--- config.mk ---
export PLATFORM = sky130hd
export DESIGN_NAME = plan_scan_ctrl
export DESIGN_NICKNAME = d
export VERILOG_FILES = /design/src/rtl/plan_scan_ctrl.sv
export SDC_FILE = /design/constraint.sdc
export NUM_CORES = 1
export LEC_CHECK = 0
export ABC_AREA = 1
export BUFFER_PORTS_ARGS = -buffer_cell sky130_fd_sc_hd__buf_2
export CAP_MARGIN = 20
export CORE_MARGIN = 2
export CORE_UTILIZATION = 60
export DETAILED_ROUTE_END_ITERATION = 10
export PLACE_DENSITY_LB_ADDON = 0.12
export SLEW_MARGIN = 30
export SYNTH_ARGS = -nofsm -noshare
export SYNTH_HDL_FRONTEND = slang
export SYNTH_SLANG_ARGS = --single-unit
--- constraint.sdc ---
create_clock -name clk -period 7.1 [get_ports clk]
set_input_delay 0.71 -clock clk [delete_from_list [all_inputs] [get_ports clk]]
set_output_delay 0.71 -clock clk [all_outputs]
set_load 0.02 [all_outputs]
--- src/rtl/plan_scan_ctrl.sv ---
// plan_scan_ctrl: holds a small table of subscription plans and, on request,
// scans it one plan per cycle to pick the eligible plan with the highest
// weighted score (talk*r1 + data*r2). The result is published with a one-cycle
// done pulse and held until the next result.
//
// Handshake: start is a level request that is sampled only in IDLE. No queue is
// kept. busy is high for exactly the NPLAN scan cycles. done is high for one
// cycle when sel/none/best_score take their new values.
module plan_scan_ctrl #(
  parameter int NPLAN = 5,
  parameter int DW    = 6
) (
  input  logic             clk,
  input  logic             rst_n,
  input  logic             plan_we,
  input  logic [2:0]       plan_idx,
  input  logic [DW-1:0]    plan_cost,
  input  logic [DW-1:0]    plan_talk,
  input  logic [DW-1:0]    plan_data,
  input  logic [2:0]       r1,
  input  logic [2:0]       r2,
  input  logic [DW-1:0]    budjet,
  input  logic [DW-1:0]    avgtalk,
  input  logic [DW-1:0]    avgdata,
  input  logic             start,
  output logic             busy,
  output logic             done,
  output logic [NPLAN-1:0] sel,
  output logic             none,
  output logic [15:0]      best_score,
  output logic [1:0]       state_dbg
);

  typedef enum logic [1:0] {
    IDLE = 2'd0,
    SCAN = 2'd1,
    DONE = 2'd2
  } state_t;

  state_t state;

  // Plan table
  logic [DW-1:0] cost_t [NPLAN];
  logic [DW-1:0] talk_t [NPLAN];
  logic [DW-1:0] data_t [NPLAN];

  // Scan parameters, frozen for the duration of a scan
  logic [2:0]    r1_q;
  logic [2:0]    r2_q;
  logic [DW-1:0] bud_q;
  logic [DW-1:0] at_q;
  logic [DW-1:0] ad_q;

  // Scan progress and running best
  logic [2:0]  idx;
  logic        found;
  logic [15:0] run_score;
  logic [2:0]  run_idx;

  // Entry under evaluation and its score
  logic [DW-1:0] cur_cost;
  logic [DW-1:0] cur_talk;
  logic [DW-1:0] cur_data;
  logic [15:0]   score;
  logic          eligible;
  logic          better;
  logic          last;

  assign state_dbg = state;

  // Select the table entry addressed by the scan index
  always_comb begin
    cur_cost = '1;
    cur_talk = '0;
    cur_data = '0;
    for (int i = 0; i < NPLAN; i++) begin
      if (idx == 3'(i)) begin
        cur_cost = cost_t[i];
        cur_talk = talk_t[i];
        cur_data = data_t[i];
      end
    end
  end

  // One shared multiply-add plus the eligibility and improvement tests
  always_comb begin
    score    = 16'(cur_talk) * 16'(r1_q) + 16'(cur_data) * 16'(r2_q);
    eligible = (cur_cost <= bud_q) && (cur_talk >= at_q) && (cur_data >= ad_q);
    // Strictly greater keeps the lower index on ties; the first eligible
    // plan is always taken, even with a zero score.
    better   = eligible && (!found || (score > run_score));
    last     = (idx == 3'(NPLAN - 1));
  end

  // Table writes, accepted whenever a scan is not running
  always_ff @(posedge clk or negedge rst_n) begin
    if (!rst_n) begin
      for (int i = 0; i < NPLAN; i++) begin
        cost_t[i] <= '1;
        talk_t[i] <= '0;
        data_t[i] <= '0;
      end
    end else if (plan_we && (state != SCAN)) begin
      for (int i = 0; i < NPLAN; i++) begin
        if (plan_idx == 3'(i)) begin
          cost_t[i] <= plan_cost;
          talk_t[i] <= plan_talk;
          data_t[i] <= plan_data;
        end
      end
    end
  end

  // Control FSM with registered outputs
  always_ff @(posedge clk or negedge rst_n) begin
    if (!rst_n) begin
      state      <= IDLE;
      busy       <= 1'b0;
      done       <= 1'b0;
      sel        <= '0;
      none       <= 1'b1;
      best_score <= '0;
      idx        <= '0;
      found      <= 1'b0;
      run_score  <= '0;
      run_idx    <= '0;
      r1_q       <= '0;
      r2_q       <= '0;
      bud_q      <= '0;
      at_q       <= '0;
      ad_q       <= '0;
    end else begin
      done <= 1'b0;
      case (state)
        IDLE: begin
          if (start) begin
            state     <= SCAN;
            busy      <= 1'b1;
            idx       <= '0;
            found     <= 1'b0;
            run_score <= '0;
            run_idx   <= '0;
            r1_q      <= r1;
            r2_q      <= r2;
            bud_q     <= budjet;
            at_q      <= avgtalk;
            ad_q      <= avgdata;
          end
        end
        SCAN: begin
          if (better) begin
            found     <= 1'b1;
            run_score <= score;
            run_idx   <= idx;
          end
          if (last) begin
            state <= DONE;
            busy  <= 1'b0;
          end else begin
            idx <= idx + 3'd1;
          end
        end
        DONE: begin
          state      <= IDLE;
          done       <= 1'b1;
          none       <= !found;
          best_score <= found ? run_score : 16'd0;
          for (int i = 0; i < NPLAN; i++) begin
            sel[i] <= found && (run_idx == 3'(i));
          end
        end
        default: begin
          state <= IDLE;
          busy  <= 1'b0;
        end
      endcase
    end
  end

endmodule

==> impl_results.md <==
* Met1 Usage GRT at between 30% and 40%
* Final Wtd Congestion at roughly 0.9
* Total Wirelength at approximately 18000 µm
* Gr usage total at about a quarter
* Number of enable flip-flop cells after synthesis at 0
* CP peak stage delay at 0.55 ns
* Core Area at between 0.01 and 0.015 mm²
* Hold Buf Count CTS at 0
* Global route hottest layer: met2
* Total CTS buffers at 17
* CP Class: reg -> reg
* Die span in x at about 120 µm
* Tmin final at 6.25 ns
* Critical path arrival at approximately 6.6 ns
* Vias per Instance at roughly 5.3
* Gr ovfl total at 0
* Synth unique cells at 41
* Most frequent cells in the layout: 276 x nand2_1, 126 x inv_1, 124 x o21ai_0
* Later-pin clock latency in the skew report at between 0.4 and 0.5 ns
* CP Capture Type: flip-flop
* Period utilization at about 88%
* Clock-pin slew of the registers on the worst-case setup and hold paths at about 0.06 ns
* Commonest non-fill, non-tap cell in the layout: nand2_1
* Final setup vio count at 0
* Worst min-delay path class: in -> async
* M3 GR Usage at 4.63%
* Number of remaining DRC errors at 0
* Number of global-route vias before repair at about 6300
* CTS Sinks at ~150
* Initial cell density of the core at just over 60%
* MaxCap Viol Count at 0
* Max Fclk at between 150 and 200 MHz
* Antenna viol nets, final at 0
* Synth Warn # at 0
* # nets final at approximately 1200
* Max Slew Vio Count at 0
* Met2 GRT Util at between 40 and 50%
* Async SR Flop Fraction at between 90% and 100%
* Max clock buf depth at 2
* Syn Std Cell Area at 0.00835 mm²
* # fillers at between 1000 and 1500
* WP data required at 7.46 ns
* Area grow syn2layout at 12.4%
* DIE AREA at between 0.01 and 0.015 mm²
* Initial antenna violation count at 0
* Status: finished clean
* Place WS at just over 0.6 ns
* Synth Area per Inst at slightly above 8 µm²
* Worst Setup Slack, final at between 0.8 and 0.9 ns
* CP Launch Type: flip-flop
* RSZ-0062 raised after global routing: false
* Drt pass-1 iters at 5
* Routed len/inst at 14.6 µm
* Fin Setup TNS at 0 ns
* Part of the Yosys area used for sequential elements at between 40% and 50%
* CTS Root Cell: clkbuf_16
* Slowest cell on crit path: fa_1
* HPWL after DPL at about 13000 µm
* Diode count at 0
* Rows at 43
* Layout cell share with drive strength beyond 1 at 15.2%
* Tightest Pin Transition at about 0.84 ns
* Syn Inst Count at about 1000
* I/O Buffers at 68
* Clk_skew at ~0.0080 ns
* Die H at ~120 µm
* Vias at 6719
* Fin. Hold Viols at 0
* First-pass GRT wire length at roughly 30000 µm
* Most used cell, CP: nand2_1
* Crit-path max FO at 13
* Yosys reg bits at between 150 and 200
* Top-Level Pins at 75
* Slew margin rel. at 43.5%
* H-Tree Level Count at 4
* Pin count of the biggest net entering global routing at slightly above 100
* Most common flop cell mapped by yosys: dfrtp_1
* DRT iter0 DRCs at approximately 620
* TritonCTS clock tree: yes
[state kept, by name, summed over array words and instances, names as in the netlist, 5 cells and up]
register    cells
at_q            6
cost_t         30
best_score     10
bud_q           6
ad_q            6
sel             5
data_t         30
run_score      10
talk_t         30
[synth_stat cells (2+ instances only)]
library cell | instances | share of area [%]
dfrtp_1 | 120 | 36
o22ai_1 | 4 | 0.30
xor2_1 | 2 | 0.21
o21ai_2 | 3 | 0.31
nand2_2 | 4 | 0.30
o211ai_1 | 13 | 1.2
o31ai_1 | 4 | 0.36
buf_4 | 10 | 0.90
inv_2 | 7 | 0.31
nor2_1 | 67 | 3.0
inv_1 | 127 | 5.7
buf_1 | 2 | 0.090
nor2_4 | 2 | 0.27
fa_1 | 21 | 5.0
o21ai_1 | 27 | 1.6
nand3_1 | 30 | 1.8
buf_2 | 12 | 0.72
ha_1 | 47 | 7.0
a22oi_1 | 3 | 0.27
a21oi_1 | 31 | 1.9
nand4_1 | 3 | 0.22
clkbuf_1 | 18 | 0.81
o21ai_0 | 124 | 7.4
dfstp_2 | 31 | 9.8
nand4_2 | 2 | 0.30
nor2_2 | 3 | 0.22
nand2_1 | 279 | 13
a21o_1 | 2 | 0.18
nor3_1 | 2 | 0.12
[critical path: cells and delay by family (launching register included)]
| family | cells | cell delay, ns |
|---|---|---|
| fa+ha+maj | 8 | 2.99 |
| flops | 1 | 0.40 |
| simple gates | 16 | 1.44 |
| compound gates | 3 | 0.59 |
| xor+xnor | 1 | 0.18 |
| buf+inv | 5 | 0.54 |
[what timing repair did]
item | CTS | global route
endpoints found under the setup margin | 0 | 13
gates resized for setup | 0 | 2
hold endpoints to repair | 0 | 0
setup buffers | 0 | 0
[layout make-up]
class | count | area (µm²) | share of cell area, %
repair inverters | 1 | 5.00 | 0.0533
inverters | 135 | 510 | 5.44
clock inverters | 8 | 56.3 | 0.600
flip-flops and latches | 151 | 3820 | 40.7
well taps | 180 | 225 | 2.40
repair buffers | 75 | 422 | 4.49
clock buffers | 24 | 514 | 5.48
multi-input cells | 688 | 3830 | 40.9
[per-layer routing]
metal | share of wire (%) | up-vias
met5 | 0 | -
met4 | 1.6 | 0
met3 | 4.3 | 23
met2 | 47 | 149
met1 | 47 | 3206
li1 | - | 3341
[worst paths after layout]
| path | slack [ns] | startpoint | to | cells past startpoint |
|---|---|---|---|---|
| min reg2reg | 0.48 | sel[0]$_DFFE_PN0P_ | sel[0]$_DFFE_PN0P_ | 2 |
| max reg2reg | 0.85 | idx[0]$_DFFE_PN0P_ | run_idx[2]$_DFFE_PN0P_ | 33 |
| max in group asynchronous | 5.58 | rst_n | talk_t[29]$_DFFE_PN0P_ | 2 |
| min in group clk | 0.48 | sel[0]$_DFFE_PN0P_ | sel[0]$_DFFE_PN0P_ | 2 |
| min | 0.37 | rst_n | at_q[3]$_DFFE_PN0P_ | 1 |
| max | 0.85 | idx[0]$_DFFE_PN0P_ | run_idx[2]$_DFFE_PN0P_ | 33 |
[through the flow]
| step | cells | utilization [%] | instance area [µm²] | hold slack [ns] |
|---|---|---|---|---|
| CTS | 1260 | 68.1 | 9340 | 0.416 |
| floorplan | 1017 | - | 8370 | 0.414 |
| global route | 1262 | 68.4 | 9390 | 0.435 |
| global placement | 1228 | 63.9 | 8770 | 0.462 |
| detailed placement | 1228 | 63.9 | 8770 | 0.467 |
| finish | 1262 | 68.4 | 9390 | 0.368 |
[kinds of logic after synthesis]
logic type,share of synthesized area (%)
AND/OR/NAND/NOR,19.3
AO/OA/AOI/OAI,13.9
buffers and inverters,8.72
flip-flops,45.7
adder cells (fa/ha/maj),12.1
XOR/XNOR,0.210
other,0.0449
Power is left out: the tool's default activity adds up to more than one toggle a clock period on the data nets, which glitch-free logic cannot reach.
